$ cat src/rtl/axil_read_interconnect.sv
// AXI-Lite read (AR/R) shared-bus interconnect: round-robin masters, address-decoded slaves, one read in flight.
// Optional slave watchdog enabled by defining AXIL_READ_TIMEOUT_EN.
module axil_read_interconnect #(
    parameter int unsigned NUMBER_MASTER  = 4,
    parameter int unsigned NUMBER_SLAVE   = 4,
    parameter int unsigned AXI_DATA_WIDTH = 32,
    parameter int unsigned AXI_ADDR_WIDTH = 32,
    parameter logic [NUMBER_SLAVE-1:0][AXI_ADDR_WIDTH-1:0] AXI_ADDR_OFFSET =
        {32'h4000_0000, 32'h3000_0000, 32'h2000_0000, 32'h1000_0000},
    parameter logic [NUMBER_SLAVE-1:0][AXI_ADDR_WIDTH-1:0] AXI_ADDR_RANGE =
        {32'h0000_FFFF, 32'h0000_FFFF, 32'h0000_FFFF, 32'h0000_FFFF},
    parameter int unsigned TIMEOUT_CYCLES = 256
) (
    input  logic                                          aclk,
    input  logic                                          areset,
    input  logic [NUMBER_MASTER-1:0][AXI_ADDR_WIDTH-1:0]  m_axil_araddr,
    input  logic [NUMBER_MASTER-1:0]                      m_axil_arvalid,
    output logic [NUMBER_MASTER-1:0]                      m_axil_arready,
    output logic [NUMBER_MASTER-1:0][AXI_DATA_WIDTH-1:0]  m_axil_rdata,
    output logic [NUMBER_MASTER-1:0][1:0]                 m_axil_rresp,
    output logic [NUMBER_MASTER-1:0]                      m_axil_rvalid,
    input  logic [NUMBER_MASTER-1:0]                      m_axil_rready,
    output logic [NUMBER_SLAVE-1:0][AXI_ADDR_WIDTH-1:0]   s_axil_araddr,
    output logic [NUMBER_SLAVE-1:0]                       s_axil_arvalid,
    input  logic [NUMBER_SLAVE-1:0]                       s_axil_arready,
    input  logic [NUMBER_SLAVE-1:0][AXI_DATA_WIDTH-1:0]   s_axil_rdata,
    input  logic [NUMBER_SLAVE-1:0][1:0]                  s_axil_rresp,
    input  logic [NUMBER_SLAVE-1:0]                       s_axil_rvalid,
    output logic [NUMBER_SLAVE-1:0]                       s_axil_rready
);

    localparam int unsigned M_W = (NUMBER_MASTER > 1) ? $clog2(NUMBER_MASTER) : 1;
    localparam int unsigned S_W = (NUMBER_SLAVE > 1) ? $clog2(NUMBER_SLAVE) : 1;
    localparam logic [1:0]  RESP_SLVERR = 2'b10;
    localparam logic [1:0]  RESP_DECERR = 2'b11;

    if (NUMBER_MASTER < 1 || NUMBER_SLAVE < 1 || TIMEOUT_CYCLES < 1) begin : g_param_check
        $error("axil_read_interconnect: NUMBER_MASTER, NUMBER_SLAVE and TIMEOUT_CYCLES must be >= 1");
    end

    // GRANT is the cycle in which the registered m_axil_arready pulse is visible.
    typedef enum logic [2:0] {IDLE, GRANT, ADDR, RESP, RET} state_e;

    state_e                    state_q, state_d;
    logic [M_W-1:0]            grant_q, grant_d;
    logic [M_W-1:0]            ptr_q, ptr_d;
    logic [S_W-1:0]            sel_q, sel_d;
    logic [AXI_ADDR_WIDTH-1:0] addr_q, addr_d;
    logic [AXI_DATA_WIDTH-1:0] rdata_q, rdata_d;
    logic [1:0]                rresp_q, rresp_d;
    logic                      found_c;
    logic                      hit_c;
    logic                      timeout_c;
    int unsigned               idx_c;

    logic [NUMBER_MASTER-1:0]                     m_arready_q, m_arready_d;
    logic [NUMBER_MASTER-1:0]                     m_rvalid_q, m_rvalid_d;
    logic [NUMBER_MASTER-1:0][AXI_DATA_WIDTH-1:0] m_rdata_q, m_rdata_d;
    logic [NUMBER_MASTER-1:0][1:0]                m_rresp_q, m_rresp_d;
    logic [NUMBER_SLAVE-1:0]                      s_arvalid_q, s_arvalid_d;
    logic [NUMBER_SLAVE-1:0]                      s_rready_q, s_rready_d;
    logic [NUMBER_SLAVE-1:0][AXI_ADDR_WIDTH-1:0]  s_araddr_q, s_araddr_d;

`ifdef AXIL_READ_TIMEOUT_EN
    localparam int unsigned TO_W = (TIMEOUT_CYCLES > 1) ? $clog2(TIMEOUT_CYCLES) : 1;
    logic [TO_W-1:0] cnt_q, cnt_d;

    assign timeout_c = (cnt_q == TO_W'(TIMEOUT_CYCLES - 1));

    // Cycles spent in the current ADDR/RESP state; restarts on every state change.
    always_comb begin
        cnt_d = '0;
        if ((state_d == state_q) && (state_q == ADDR || state_q == RESP)) begin
            cnt_d = TO_W'(cnt_q + 1'b1);
        end
    end
`else
    assign timeout_c = 1'b0;
`endif

    // Next-state: arbitration, decode, slave handshakes, response return.
    always_comb begin
        state_d = state_q;
        grant_d = grant_q;
        ptr_d   = ptr_q;
        sel_d   = sel_q;
        addr_d  = addr_q;
        rdata_d = rdata_q;
        rresp_d = rresp_q;
        found_c = 1'b0;
        hit_c   = 1'b0;
        idx_c   = 0;
        case (state_q)
            IDLE: begin
                for (int unsigned i = 0; i < NUMBER_MASTER; i++) begin
                    idx_c = (32'(ptr_q) + i) % NUMBER_MASTER;
                    if (!found_c && m_axil_arvalid[M_W'(idx_c)]) begin
                        found_c = 1'b1;
                        grant_d = M_W'(idx_c);
                    end
                end
                if (found_c) state_d = GRANT;
            end
            GRANT: begin
                if (m_axil_arvalid[grant_q]) begin
                    addr_d = m_axil_araddr[grant_q];
                    for (int unsigned j = 0; j < NUMBER_SLAVE; j++) begin
                        if (!hit_c && addr_d >= AXI_ADDR_OFFSET[j]
                            && (addr_d - AXI_ADDR_OFFSET[j]) <= AXI_ADDR_RANGE[j]) begin
                            hit_c = 1'b1;
                            sel_d = S_W'(j);
                        end
                    end
                    if (hit_c) begin
                        state_d = ADDR;
                    end else begin
                        rdata_d = '0;
                        rresp_d = RESP_DECERR;
                        state_d = RET;
                    end
                end else begin
                    state_d = IDLE;
                end
            end
            ADDR: begin
                if (s_axil_arready[sel_q]) begin
                    state_d = RESP;
                end else if (timeout_c) begin
                    rdata_d = '0;
                    rresp_d = RESP_SLVERR;
                    state_d = RET;
                end
            end
            RESP: begin
                if (s_axil_rvalid[sel_q]) begin
                    rdata_d = s_axil_rdata[sel_q];
                    rresp_d = s_axil_rresp[sel_q];
                    state_d = RET;
                end else if (timeout_c) begin
                    rdata_d = '0;
                    rresp_d = RESP_SLVERR;
                    state_d = RET;
                end
            end
            RET: begin
                if (m_axil_rready[grant_q]) begin
                    ptr_d   = (grant_q == M_W'(NUMBER_MASTER - 1)) ? '0 : M_W'(grant_q + 1'b1);
                    state_d = IDLE;
                end
            end
            default: state_d = IDLE;
        endcase
    end

    // Port outputs follow the next state so they are registered yet aligned with it.
    always_comb begin
        m_arready_d = '0;
        m_rvalid_d  = '0;
        m_rdata_d   = '0;
        m_rresp_d   = '0;
        s_arvalid_d = '0;
        s_rready_d  = '0;
        s_araddr_d  = '0;
        case (state_d)
            GRANT: m_arready_d[grant_d] = 1'b1;
            ADDR: begin
                s_arvalid_d[sel_d] = 1'b1;
                s_araddr_d[sel_d]  = addr_d;
            end
            RESP: s_rready_d[sel_d] = 1'b1;
            RET: begin
                m_rvalid_d[grant_d] = 1'b1;
                m_rdata_d[grant_d]  = rdata_d;
                m_rresp_d[grant_d]  = rresp_d;
            end
            default: ;
        endcase
    end

    always_ff @(posedge aclk or posedge areset) begin
        if (areset) begin
            state_q     <= IDLE;
            grant_q     <= '0;
            ptr_q       <= '0;
            sel_q       <= '0;
            addr_q      <= '0;
            rdata_q     <= '0;
            rresp_q     <= '0;
            m_arready_q <= '0;
            m_rvalid_q  <= '0;
            m_rdata_q   <= '0;
            m_rresp_q   <= '0;
            s_arvalid_q <= '0;
            s_rready_q  <= '0;
            s_araddr_q  <= '0;
`ifdef AXIL_READ_TIMEOUT_EN
            cnt_q       <= '0;
`endif
        end else begin
            state_q     <= state_d;
            grant_q     <= grant_d;
            ptr_q       <= ptr_d;
            sel_q       <= sel_d;
            addr_q      <= addr_d;
            rdata_q     <= rdata_d;
            rresp_q     <= rresp_d;
            m_arready_q <= m_arready_d;
            m_rvalid_q  <= m_rvalid_d;
            m_rdata_q   <= m_rdata_d;
            m_rresp_q   <= m_rresp_d;
            s_arvalid_q <= s_arvalid_d;
            s_rready_q  <= s_rready_d;
            s_araddr_q  <= s_araddr_d;
`ifdef AXIL_READ_TIMEOUT_EN
            cnt_q       <= cnt_d;
`endif
        end
    end

    assign m_axil_arready = m_arready_q;
    assign m_axil_rvalid  = m_rvalid_q;
    assign m_axil_rdata   = m_rdata_q;
    assign m_axil_rresp   = m_rresp_q;
    assign s_axil_arvalid = s_arvalid_q;
    assign s_axil_rready  = s_rready_q;
    assign s_axil_araddr  = s_araddr_q;

endmodule

$ cat config.mk
export PLATFORM = sky130hd
export DESIGN_NAME = axil_read_interconnect
export DESIGN_NICKNAME = d
export VERILOG_FILES = /design/src/rtl/axil_read_interconnect.sv
export SDC_FILE = /design/constraint.sdc
export NUM_CORES = 1
export LEC_CHECK = 0
export CAP_MARGIN = 20
export CORE_AREA = 8 8 210 212
export DETAILED_ROUTE_END_ITERATION = 7
export DIE_AREA = 0 0 218 220
export GPL_ROUTABILITY_DRIVEN = 0
export PLACE_DENSITY = 0.75
export SYNTH_ARGS = -nofsm -noshare
export SYNTH_HDL_FRONTEND = slang
export SYNTH_SLANG_ARGS = --single-unit
$ cat constraint.sdc
create_clock -name aclk -period 14.5 [get_ports aclk]
set_clock_uncertainty 0.05 [all_clocks]
set_input_delay 2.9 -clock aclk [delete_from_list [all_inputs] [get_ports aclk]]
set_output_delay 2.9 -clock aclk [all_outputs]
set_load 0.02 [all_outputs]
==> After elaboration in Yosys (flattened, before gate mapping) <==
Index checks and enable logic that the tools add are counted.
{ "word_totals": {"latchBits": 0, "mem_bits_ro": 0, "n_memories": 0, "regBits": 355, "ram_bits": 0, "output_inout_bits": 280, "wordCells": 169} }
{ "classes": {"n_addsub": 8, "bitwise": 3, "mux": 88, "n_reduce_logical": 20, "div_mod_pow": 0, "n_shift": 0, "n_lt_le_gt_ge": 18, "n_eq_ne": 9, "mul": 0} }
{ "ops": {"columns": ["cell", "n"], "rows": [
  ["2-to-1 mux 32 bit", 9],
  ["AND 128 bit", 2],
  ["2-to-1 mux 128 bit", 2],
  ["binary-select mux 32 bit (select 2 bit)", 2],
  ["demux 32 bit (select 2 bit)", 2],
  ["less-or-equal comparator 32 x 16 -> 1 bit, second input constant", 4],
  ["greater-or-equal comparator 32 x 30 -> 1 bit, second input constant", 2],
  ["case mux 32 bit (2 select lines)", 1],
  ["subtractor 32 x 30 -> 32 bit, second input constant", 2],
  ["2-to-1 mux 2 bit", 17],
  ["greater-or-equal comparator 32 x 29 -> 1 bit, second input constant", 1],
  ["greater-or-equal comparator 32 x 31 -> 1 bit, second input constant", 1],
  ["subtractor 32 x 29 -> 32 bit, second input constant", 1],
  ["subtractor 32 x 31 -> 32 bit, second input constant", 1],
  ["2-to-1 mux 1 bit", 30],
  ["< comparator 2 x 3 -> 1 bit, second input constant", 8],
  ["2-to-1 mux 3 bit", 6],
  ["binary-select mux 1 bit (select 2 bit)", 8],
  ["2-to-1 mux 4 bit", 4],
  ["case mux 3 bit (5 select lines)", 1],
  ["equality test 3 x 2 -> 1 bit, second input constant", 4],
  ["logical AND 1 bit", 12],
  ["AND 8 bit", 1],
  ["2-to-1 mux 8 bit", 1],
  ["other kinds (13)", 24]
]} }

==> Depth between registers and ports, before layout <==
Gate-level depths: netlist of run 1.
{ "logic_depth": {"word_depth": 32, "depth_mapped": 13, "depth_no_buf": 10} }

==> Worst setup path after synthesis of run 1 <==
Ideal clock, no wire load.
{ "synth_timing": {"path_type": "input to register", "start": "input m_axil_araddr[61] in the netlist's numbering", "end": "register s_araddr_q, in the netlist s_axil_araddr[86]", "arrival_time_ps": 5444, "path_slack_ps": 8935, "setup_ps": 71, "stages": 12, "t_required_ps": 14379, "path_cell_list": "mux4_1 -> inv_1 -> ha_1 -> nand2b_1 -> mux2i_1 -> xor2_1 -> o31ai_2 -> o21ai_2 -> or4b_1 -> buf_6 -> buf_6 -> nor2_2"} }
{ "synth_rtl": {"columns": ["item", "line_no", "source"], "rows": [
  ["start, declared", "16", "input logic [NUMBER_MASTER-1:0][AXI_ADDR_WIDTH-1:0] m_axil_araddr,"],
  ["end signal, assigned", "213", "s_araddr_q <= s_araddr_d;"],
  ["end, declared", "62", "logic [NUMBER_SLAVE-1:0][AXI_ADDR_WIDTH-1:0] s_araddr_q, s_araddr_d;"]
]} }

==> impl_metrics.json, run 1 <==
{
  "status": "finished, final reports clean",
  "fin_nets": 1856,
  "initial_core_util": 0.335,
  "ys_ff_latch": 355,
  "numCtsBuffers": 38,
  "io_pins": 562,
  "clkPwrFrac": 0.322,
  "grt_pass1_wl_mm": 70.1,
  "clockRootBuffer": "clkbuf_16",
  "p_per_area_mw_per_mm2": 138,
  "hold-worst-slack_ps": 514,
  "hold_viol": 0,
  "routed_wirelength_mm": 48.3,
  "numPortBuffers": 561,
  "clk_pin_slew_ps": 60,
  "die_h_um": 220,
  "dpl.cell_count": 2061,
  "synthesis.instances": 1015,
  "grt_max_degree": 139,
  "synth_top_flop_cell": "dfrtp_1",
  "drt_iter0_drc": 537,
  "tightestPinTransition_ps": 955,
  "drc_errors": 0,
  "vias_per_cell": 4.86,
  "synthArstFlopShare": 1.00,
  "dp_hpwl_mm": 36.7,
  "fin_crit_sh": 0.443,
  "intPower_mw": 1.94,
  "sw_frac_of_total": 0.326,
  "layout_commonest_cell": "clkdlybuf4s50_1",
  "hold_buffers": 0,
  "grt_pass1_vias": 11100,
  "h-tree-depth": 2,
  "routed-wl-met3_mm": 4.05,
  "maxSlewViolCount": 0,
  "combPwrFrac": 0.285,
  "yosysWarnings": 0,
  "switchingPower_mw": 0.942,
  "finalSetupViolCount": 0,
  "ir_worst_vdd_uv": 91.8,
  "core-area_mm2": 0.0406,
  "std_cell_rows": 74,
  "die_x_um": 218,
  "vias": 10300,
  "firstDrtPassIters": 5,
  "grt_usage": 0.193,
  "route.met2.wl_mm": 25.3,
  "ys_types": 59,
  "hold_class": "flip-flop to flip-flop",
  "reg2reg_depth": 12,
  "rsz0062_at_grt": "no",
  "crit_type": "input pin to flip-flop",
  "rr_startpoint": "grant_q[0]",
  "netlist_area_mm2": 0.0136,
  "syn_avg_cell_area_um2": 13.4,
  "path_max_fanout": 36,
  "area_delta_synth_final_pct": 54.1,
  "startpoint_type": "input pin",
  "clk_latency_ps": 530,
  "crit_arrival_ps": 6820,
  "wl_met1_mm": 17.6,
  "critical_path_required_ps": 14900,
  "p_seq_frac": 0.393,
  "final.fill_count": 3472,
  "clock_path_buffers": 3,
  "holdCritStartpoint": "rdata_q[27]",
  "antenna_found_initial": 2,
  "drtAntennaViolNets": 0,
  "topRoutingLayerUsed": "met5",
  "cts_sinks": 355,
  "overflow": 0,
  "die_area_mm2": 0.0480,
  "synth-edff-count": 0,
  "final_cell_mix": "clkdlybuf4s50_1, dfrtp_1, nor2_1",
  "cts-resized-gates": 0,
  "drive_gt1_frac": 0.115,
  "yosysSeqAreaShare": 0.653,
  "finalCriticalPeriod_ps": 6420,
  "synth_nets": 1301,
  "layout.core_utilization": 0.517,
  "reg2reg_setup_slack_ps": 9950,
  "final_cells": 2126,
  "total_power_mw": 2.88,
  "hold_depth": 2,
  "max_freq_mhz": 156,
  "post_cts_buffers": 0,
  "timing.max_cap.violations": 0,
  "wl_per_cell_um": 22.7,
  "crit_path_end_kind": "flip-flop",
  "r2r-end": "s_axil_araddr[106]",
  "p_leak_nw": 9.36,
  "slew_headroom": 0.363,
  "hold_end": "rdata_q[27]",
  "cts_tree": "built",
  "setup_tns_ps": 0
}
-- metal layers --
| metal | vias up | global-route usage |
|---|---|---|
| li1 | 4534 | - |
| met1 | 5283 | 0.218 |
| met2 | 432 | 0.346 |
| met3 | 72 | 0.0607 |
| met4 | 4 | 0.0582 |
| met5 | - | 0 |
-- stage by stage --
stage / setup WS (ps) / cell area [µm²]
floorplan: 1700 / 13600
global placement: 7730 / 19700
detailed placement: 7670 / 19700
CTS: 8170 / 20900
global route: 7900 / 21000
finish: 8080 / 21000
-- cells by family (layout without fill, tap and decap cells) --
logic type                 after synthesis  after routing  synth area share
xor gates and xnor gates                 3              3           0.00193
DFF                                    355            355             0.653
and+or+nand+nor                        327            327             0.113
buffers and inverters                  146            724            0.0451
other                                    0              1                 0
adders and majority gates                4              4           0.00368
AOI/OAI and AO/OA                       74             74            0.0384
muxes                                  106            106             0.145
-- Yosys cell counts, drive strengths merged, types with 3 or more instances --
master  number  share of area
a21oi       11         0.0040
a22oi       33          0.018
a31oi        3         0.0014
buf         18         0.0097
clkbuf      46          0.013
dfrtp      355           0.65
ha           4         0.0037
inv         82          0.023
mux2i       34          0.025
mux4        70           0.12
nand2        9         0.0025
nand2b       7         0.0032
nand3        5         0.0018
nand3b       3         0.0017
nor2       239          0.072
nor2b        5         0.0023
nor3        39          0.014
nor4         4         0.0045
o211ai       3         0.0017
o21ai        9         0.0036
-- worst max-delay path, cell delays in order --
cell             delay, ps
clkdlybuf4s50_1        710
mux4_2                 340
nor3b_2                160
buf_4                  540
and4_1                 350
a21oi_1                 80
a21o_1                 270
inv_1                  100
nand4b_1               680
buf_4                  500
nor2_1                 140
-- layout make-up --
| cell class | count | area, µm² | area share |
|---|---|---|---|
| diodes | 1 | 2.50 | 0.000119 |
| clock buffers | 50 | 1060 | 0.0504 |
| clock inverters | 13 | 136 | 0.00650 |
| inverters | 82 | 315 | 0.0150 |
| multi-input cells | 514 | 4110 | 0.196 |
| flip-flops and latches | 355 | 8890 | 0.424 |
| well taps | 532 | 666 | 0.0317 |
| repair buffers | 579 | 5790 | 0.276 |
-- worst max path at each step --
stage / from / end / slack, ps
final: m_axil_arvalid[2] / s_axil_araddr[106] / 8080
after floorplan: areset / addr_q[0] / 1700
after detailed placement: m_axil_arvalid[2] / s_axil_araddr[99] / 7670
after global routing: m_axil_arvalid[2] / s_axil_araddr[106] / 7900
after CTS: m_axil_arvalid[2] / s_axil_araddr[106] / 8170
after global placement: m_axil_arvalid[2] / s_axil_araddr[95] / 7730
-- power by group through the flow --
| stage | combinational (mW) | clock, mW | sequential (mW) |
|---|---|---|---|
| after floorplan | 0.511 | 0 | 1.15 |
| after global placement | 0.810 | 0 | 1.15 |
| after detailed placement | 0.823 | 0 | 1.15 |
| after CTS | 0.832 | 0.954 | 1.13 |
| after global routing | 0.885 | 0.995 | 1.14 |
| final | 0.823 | 0.929 | 1.13 |
-- registers in the layout (all words and copies together), names as in the netlist --
name and cells:
addr_q 32, grant_q 2, m_axil_arready 4, m_axil_rdata 128
m_axil_rresp 8, m_axil_rvalid 4, ptr_q 2, rdata_q 32
rresp_q 2, s_axil_araddr 128, s_axil_arvalid 4, s_axil_rready 4
sel_q 2, state_q 3
No activity file was read; power rests on OpenSTA's default activity.
==> inputs of run 2 (changes only) <==
==> constraint.sdc (replaced) <==
create_clock -name aclk -period 6.57 [get_ports aclk]
set_clock_uncertainty 0.05 [all_clocks]
set_input_delay 1.314 -clock aclk [delete_from_list [all_inputs] [get_ports aclk]]
set_output_delay 1.314 -clock aclk [all_outputs]
set_load 0.02 [all_outputs]
==> run 2 against run 1 <==
Net effect:
- register-to-register slack got worse by 7600 ps
- clock power up 130%
- largest cell class unchanged
- first-iteration DRC count shrank 7.6%
- critical endpoint is now m_axil_rdata[60]
==> impl_metrics.json, run 2 (synthesized netlist as in run 1, its figures left out) <==
{
  "status": "finished, final reports clean",
  "path_depth": 11,
  "drt_iter0_drc": 496,
  "grt_pass1_vias": 11300,
  "core-area_mm2": 0.0406,
  "clockRootBuffer": "clkbuf_16",
  "ir_worst_vdd_uv": 176,
  "p_per_area_mw_per_mm2": 306,
  "crit_family": "compound AO/OA/AOI/OAI gates",
  "grt_max_degree": 184,
  "hold_depth": 2,
  "crit_path_end_kind": "flip-flop",
  "final.fill_count": 3449,
  "hold_buffers": 0,
  "io_pins": 562,
  "tightestPinTransition_ps": 1060,
  "vias_per_cell": 4.85,
  "setup_tns_ps": 0,
  "area_delta_synth_final_pct": 54.2,
  "grt_pass1_wl_mm": 71.7,
  "numPortBuffers": 561,
  "hold_viol": 0,
  "p_leak_nw": 9.36,
  "drive_gt1_frac": 0.117,
  "crit_type": "input pin to flip-flop",
  "n_antenna_cell": 0,
  "cts-resized-gates": 0,
  "layout_commonest_cell": "clkdlybuf4s50_1",
  "critical_path_required_ps": 6970,
  "max_freq_mhz": 222,
  "slew_headroom": 0.296,
  "timing.max_cap.violations": 0,
  "antenna_found_initial": 0,
  "die_h_um": 220,
  "post_cts_buffers": 0,
  "die_area_mm2": 0.0480,
  "sw_frac_of_total": 0.324,
  "path_cells": "clkdlybuf4s50_1 > mux4_1 > inv_1 > ha_1 > nand2b_1 > mux2i_1 > xor2_1 > o211ai_1 > a31o_2 > a22oi_1 > nor2_1",
  "die_x_um": 218,
  "finalSetupViolCount": 0,
  "reg2reg_depth": 10,
  "cts_tree": "built",
  "drc_errors": 0,
  "clk_pin_slew_ps": 60,
  "clkPwrFrac": 0.328,
  "intPower_mw": 4.33,
  "finalCriticalPeriod_ps": 4500,
  "dp_hpwl_mm": 36.6,
  "routed_wirelength_mm": 48.8,
  "startpoint_type": "input pin",
  "clk_latency_ps": 540,
  "crit_slowest_cell": "a31o_2",
  "drtAntennaViolNets": 0,
  "firstDrtPassIters": 4,
  "p_seq_frac": 0.391,
  "cts_sinks": 355,
  "vias": 10300,
  "numCtsBuffers": 37,
  "fin_crit_sh": 0.685,
  "hold_class": "flip-flop to flip-flop",
  "wl_per_cell_um": 23.0,
  "path_buf_inv": 2,
  "rsz0062_at_grt": "no",
  "clock_path_buffers": 3,
  "hold-worst-slack_ps": 507,
  "combPwrFrac": 0.282,
  "maxSlewViolCount": 0,
  "initial_core_util": 0.335,
  "crit_arrival_ps": 4900,
  "final_cell_mix": "clkdlybuf4s50_1, dfrtp_1, nor2_1",
  "slowest_delay_ps": 780,
  "std_cell_rows": 74,
  "overflow": 0,
  "fin_nets": 1855,
  "switchingPower_mw": 2.08,
  "h-tree-depth": 2,
  "grt_usage": 0.198,
  "path_max_fanout": 32
}
==> run 2: cell count changes in the layout (fill, tap and decap cells not counted) <==
cell and delta:
clkinv_8 -1, clkinvlp_4 +1, buf_12 +2, clkinv_2 +1
inv_6 +1, diode_2 -1, and4b_1 -1, clkbuf_1 -1
inv_8 -1, buf_16 -2, clkbuf_16 -1, clkbuf_8 +2
bufinv_16 +1, and4b_2 +1
==> run 2: worst min-delay path: cells and delay by family (launching register included) <==
kind,cells,cell delay [ps]
flip-flops,1,320
AO/OA/AOI/OAI,1,130
buffers and inverters,1,80
==> run 2: power by group through the flow <==
stage | combinational [mW] | clock, mW | sequential (mW)
after floorplan | 1.13 | 0 | 2.53
after global placement | 1.79 | 0 | 2.53
after detailed placement | 1.83 | 0 | 2.54
after CTS | 1.84 | 2.15 | 2.51
after global routing | 1.96 | 2.24 | 2.53
final | 1.81 | 2.10 | 2.50
==> run 2: per-stage QoR <==
| step | instances | setup slack (ps) | util | power [mW] | cell area, µm² |
|---|---|---|---|---|---|
| 6_report | 2127 | 2070 | 0.517 | 6.41 | 21000 |
| 5_1_grt | 2127 | 1870 | 0.517 | 6.73 | 21000 |
| 4_1_cts | 2127 | 2060 | 0.517 | 6.50 | 21000 |
| 3_5_place_dp | 2062 | 1560 | 0.487 | 4.37 | 19800 |
| 3_3_place_gp | 2062 | 1640 | 0.487 | 4.32 | 19800 |
| 2_1_floorplan | 1015 | 450 | - | 3.66 | 13600 |
==> run 2: cell type report <==
cell class / instances / area [µm²] / share of cell area
clock buffer: 50 / 1050 / 0.0503
timing repair buffer: 579 / 5780 / 0.275
clock inverter: 15 / 164 / 0.00781
multi-input combinational: 514 / 4110 / 0.196
sequential: 355 / 8890 / 0.424
tap: 532 / 666 / 0.0317
inverter: 82 / 312 / 0.0149
==> run 2: path summary, 6_finish.rpt <==
kind / start / to / slack [ps]
setup / recovery: m_axil_araddr[61] / m_axil_rdata[60] / 2070
hold / removal: rdata_q[6] / rdata_q[6] / 510
setup reg to reg: grant_q[0] / s_axil_araddr[100] / 2390
hold reg to reg: rdata_q[6] / rdata_q[6] / 510
max in group asynchronous: areset / rdata_q[5] / 4280
min in group asynchronous: areset / m_axil_rdata[126] / 1350
==> run 2: per-layer routing <==
metal	up-vias	global-route usage	part of all wire
met5	-	0	0
met4	0	0.0699	0.031
met3	80	0.0662	0.081
met2	438	0.347	0.52
met1	5286	0.222	0.37
li1	4522	-	-
==> inputs of run 3 (changes only) <==
--- a/config.mk
+++ b/config.mk
@@ -6,9 +6,9 @@
 export NUM_CORES = 1
 export LEC_CHECK = 0
 export CAP_MARGIN = 20
-export CORE_AREA = 8 8 210 212
+export CORE_AREA = 8 8 214 216
 export DETAILED_ROUTE_END_ITERATION = 7
-export DIE_AREA = 0 0 218 220
+export DIE_AREA = 0 0 222 224
 export GPL_ROUTABILITY_DRIVEN = 0
 export PLACE_DENSITY = 0.75
 export SYNTH_ARGS = -nofsm -noshare
==> constraint.sdc (replaced) <==
create_clock -name aclk -period 3.8 [get_ports aclk]
set_clock_uncertainty 0.05 [all_clocks]
set_input_delay 0.76 -clock aclk [delete_from_list [all_inputs] [get_ports aclk]]
set_output_delay 0.76 -clock aclk [all_outputs]
set_load 0.02 [all_outputs]
==> run 3 against run 2 <==
Net effect:
- critical path depth is 1 lower
- die area is 3.7% higher
- total power is 82% higher
- combinational power is 100% higher
- count of clock-buffer cells in the layout stayed put
- first-iteration DRC count is 63% higher
- largest cell class unchanged
==> impl_metrics.json, run 3 (synthesized netlist as in run 1, its figures left out) <==
{
  "hold_viol": 0,
  "grt_pass1_wl_mm": 73.5,
  "p_seq_frac": 0.368,
  "vias_per_cell": 4.76,
  "drt_iter0_drc": 806,
  "crit_arrival_ps": 4120,
  "rr_startpoint": "grant_q[0]",
  "max_freq_mhz": 270,
  "final.fill_count": 3612,
  "sw_frac_of_total": 0.325,
  "routed_wirelength_mm": 49.5,
  "cts_sinks": 355,
  "fin_nets": 1936,
  "p_leak_nw": 9.81,
  "clkPwrFrac": 0.315,
  "fin_ws_ps": 89.9,
  "maxSlewViolCount": 0,
  "die_x_um": 222,
  "die_h_um": 224,
  "combPwrFrac": 0.317,
  "hold_buffers": 0,
  "final_cell_mix": "clkdlybuf4s50_1, dfrtp_1, nor2_1",
  "drtAntennaViolNets": 0,
  "overflow": 0,
  "finalSetupViolCount": 0,
  "pre_cts_ws_ps": -267,
  "h-tree-depth": 2,
  "numPortBuffers": 561,
  "dp_hpwl_mm": 37.9,
  "switchingPower_mw": 3.79,
  "drive_gt1_frac": 0.161,
  "antenna_found_initial": 3,
  "area_delta_synth_final_pct": 60.2,
  "timing.max_cap.violations": 0,
  "vias": 10600,
  "critical_path_required_ps": 4210,
  "rsz0062_at_grt": "no",
  "clock_path_buffers": 3,
  "wl_per_cell_um": 22.2,
  "path_max_fanout": 11,
  "status": "finished, final reports clean",
  "std_cell_rows": 76,
  "startpoint_type": "flip-flop",
  "p_per_area_mw_per_mm2": 535,
  "clk_pin_slew_ps": 60,
  "crit_path_end_kind": "flip-flop",
  "layout_commonest_cell": "clkdlybuf4s50_1",
  "crit_type": "flip-flop to flip-flop",
  "clockRootBuffer": "clkbuf_16",
  "fin_crit_sh": 0.976,
  "hold_class": "flip-flop to flip-flop",
  "slew_headroom": 0.473,
  "ir_worst_vdd_uv": 310,
  "intPower_mw": 7.87,
  "grt_pass1_vias": 11500,
  "crit_start": "grant_q[0]",
  "core-area_mm2": 0.0425,
  "clk_latency_ps": 540,
  "cts_tree": "built",
  "numCtsBuffers": 38,
  "holdCritStartpoint": "rdata_q[23]",
  "drc_errors": 0,
  "n_antenna_cell": 0,
  "firstDrtPassIters": 5,
  "grt_usage": 0.194,
  "setup_tns_ps": 0,
  "die_area_mm2": 0.0497,
  "initial_core_util": 0.320,
  "tightestPinTransition_ps": 789,
  "finalCriticalPeriod_ps": 3710,
  "io_pins": 562,
  "grt_max_degree": 95
}
==> run 3: cell types whose count changed in the layout (fill, tap and decap cells not counted), moves of 2 or more <==
cell       previous run  this run
clkbuf_16            37        39
buf_12                2        15
buf_4                16        83
clkbuf_8              8         5
clkinv_4              0         2
nand3_2               0         2
nand3_1               5         3
==> run 3: timing repair <==
action                     in CTS  in global routing
setup endpoints to repair       0                 26
resized for setup               0                  1
buffers inserted                0                  0
==> run 3: power groups by stage <==
stage	logic [mW]	registers, mW	clock network, mW
after floorplan	1.95	4.38	0
after global placement	3.65	4.34	0
after detailed placement	3.73	4.36	0
after CTS	3.75	4.29	3.78
after global routing	3.99	4.32	3.91
final	3.70	4.29	3.67
==> run 3: layer usage <==
layer | up-vias | share of wire | global-route usage
met5 | - | 0.00083 | 0
met1 | 5426 | 0.38 | 0.224
li1 | 4691 | - | -
met2 | 384 | 0.53 | 0.347
met4 | 6 | 0.022 | 0.0532
met3 | 69 | 0.066 | 0.0573
==> run 3: critical path, cell delays in order (launching register included) <==
cell and delay, ps:
dfrtp_4 560, buf_4 220, mux4_1 630, nor4_2 340, buf_4 170, nand4_2 120, o31ai_2 240, o21ai_2 90
or4b_2 790, buf_4 260, nor2_1 120
==> run 3: worst paths after layout <==
kind / cells after the start / slack [ps] / endpoint
min: 2 / 460 / rdata_q[23]
max reg2reg: 10 / 90 / s_axil_araddr[64]
max in group asynchronous: 3 / 2210 / s_axil_araddr[116]
min reg2reg: 2 / 460 / rdata_q[23]
min in group asynchronous: 2 / 600 / m_axil_arready[0]
max: 10 / 90 / s_axil_araddr[64]
==> run 3: layout make-up <==
class                      count  area [µm²]  area share
sequential                   355        8890       0.408
clock buffer                  50        1070      0.0490
multi-input combinational    514        4120       0.189
inverter                      82         312      0.0143
timing repair buffer         659        6540       0.300
clock inverter                18         179     0.00821
tap                          546         683      0.0313
==> run 3: metrics by stage <==
| step | util | hold slack (ps) | instances | area, µm² | power [mW] |
|---|---|---|---|---|---|
| 6_report | 0.513 | 464 | 2224 | 21800 | 11.7 |
| 4_1_cts | 0.513 | 468 | 2224 | 21800 | 11.8 |
| 3_3_place_gp | 0.483 | 429 | 2156 | 20500 | 7.99 |
| 2_1_floorplan | - | 453 | 1015 | 13600 | 6.33 |
| 3_5_place_dp | 0.483 | 451 | 2156 | 20500 | 8.09 |
| 5_1_grt | 0.513 | 503 | 2224 | 21800 | 12.2 |
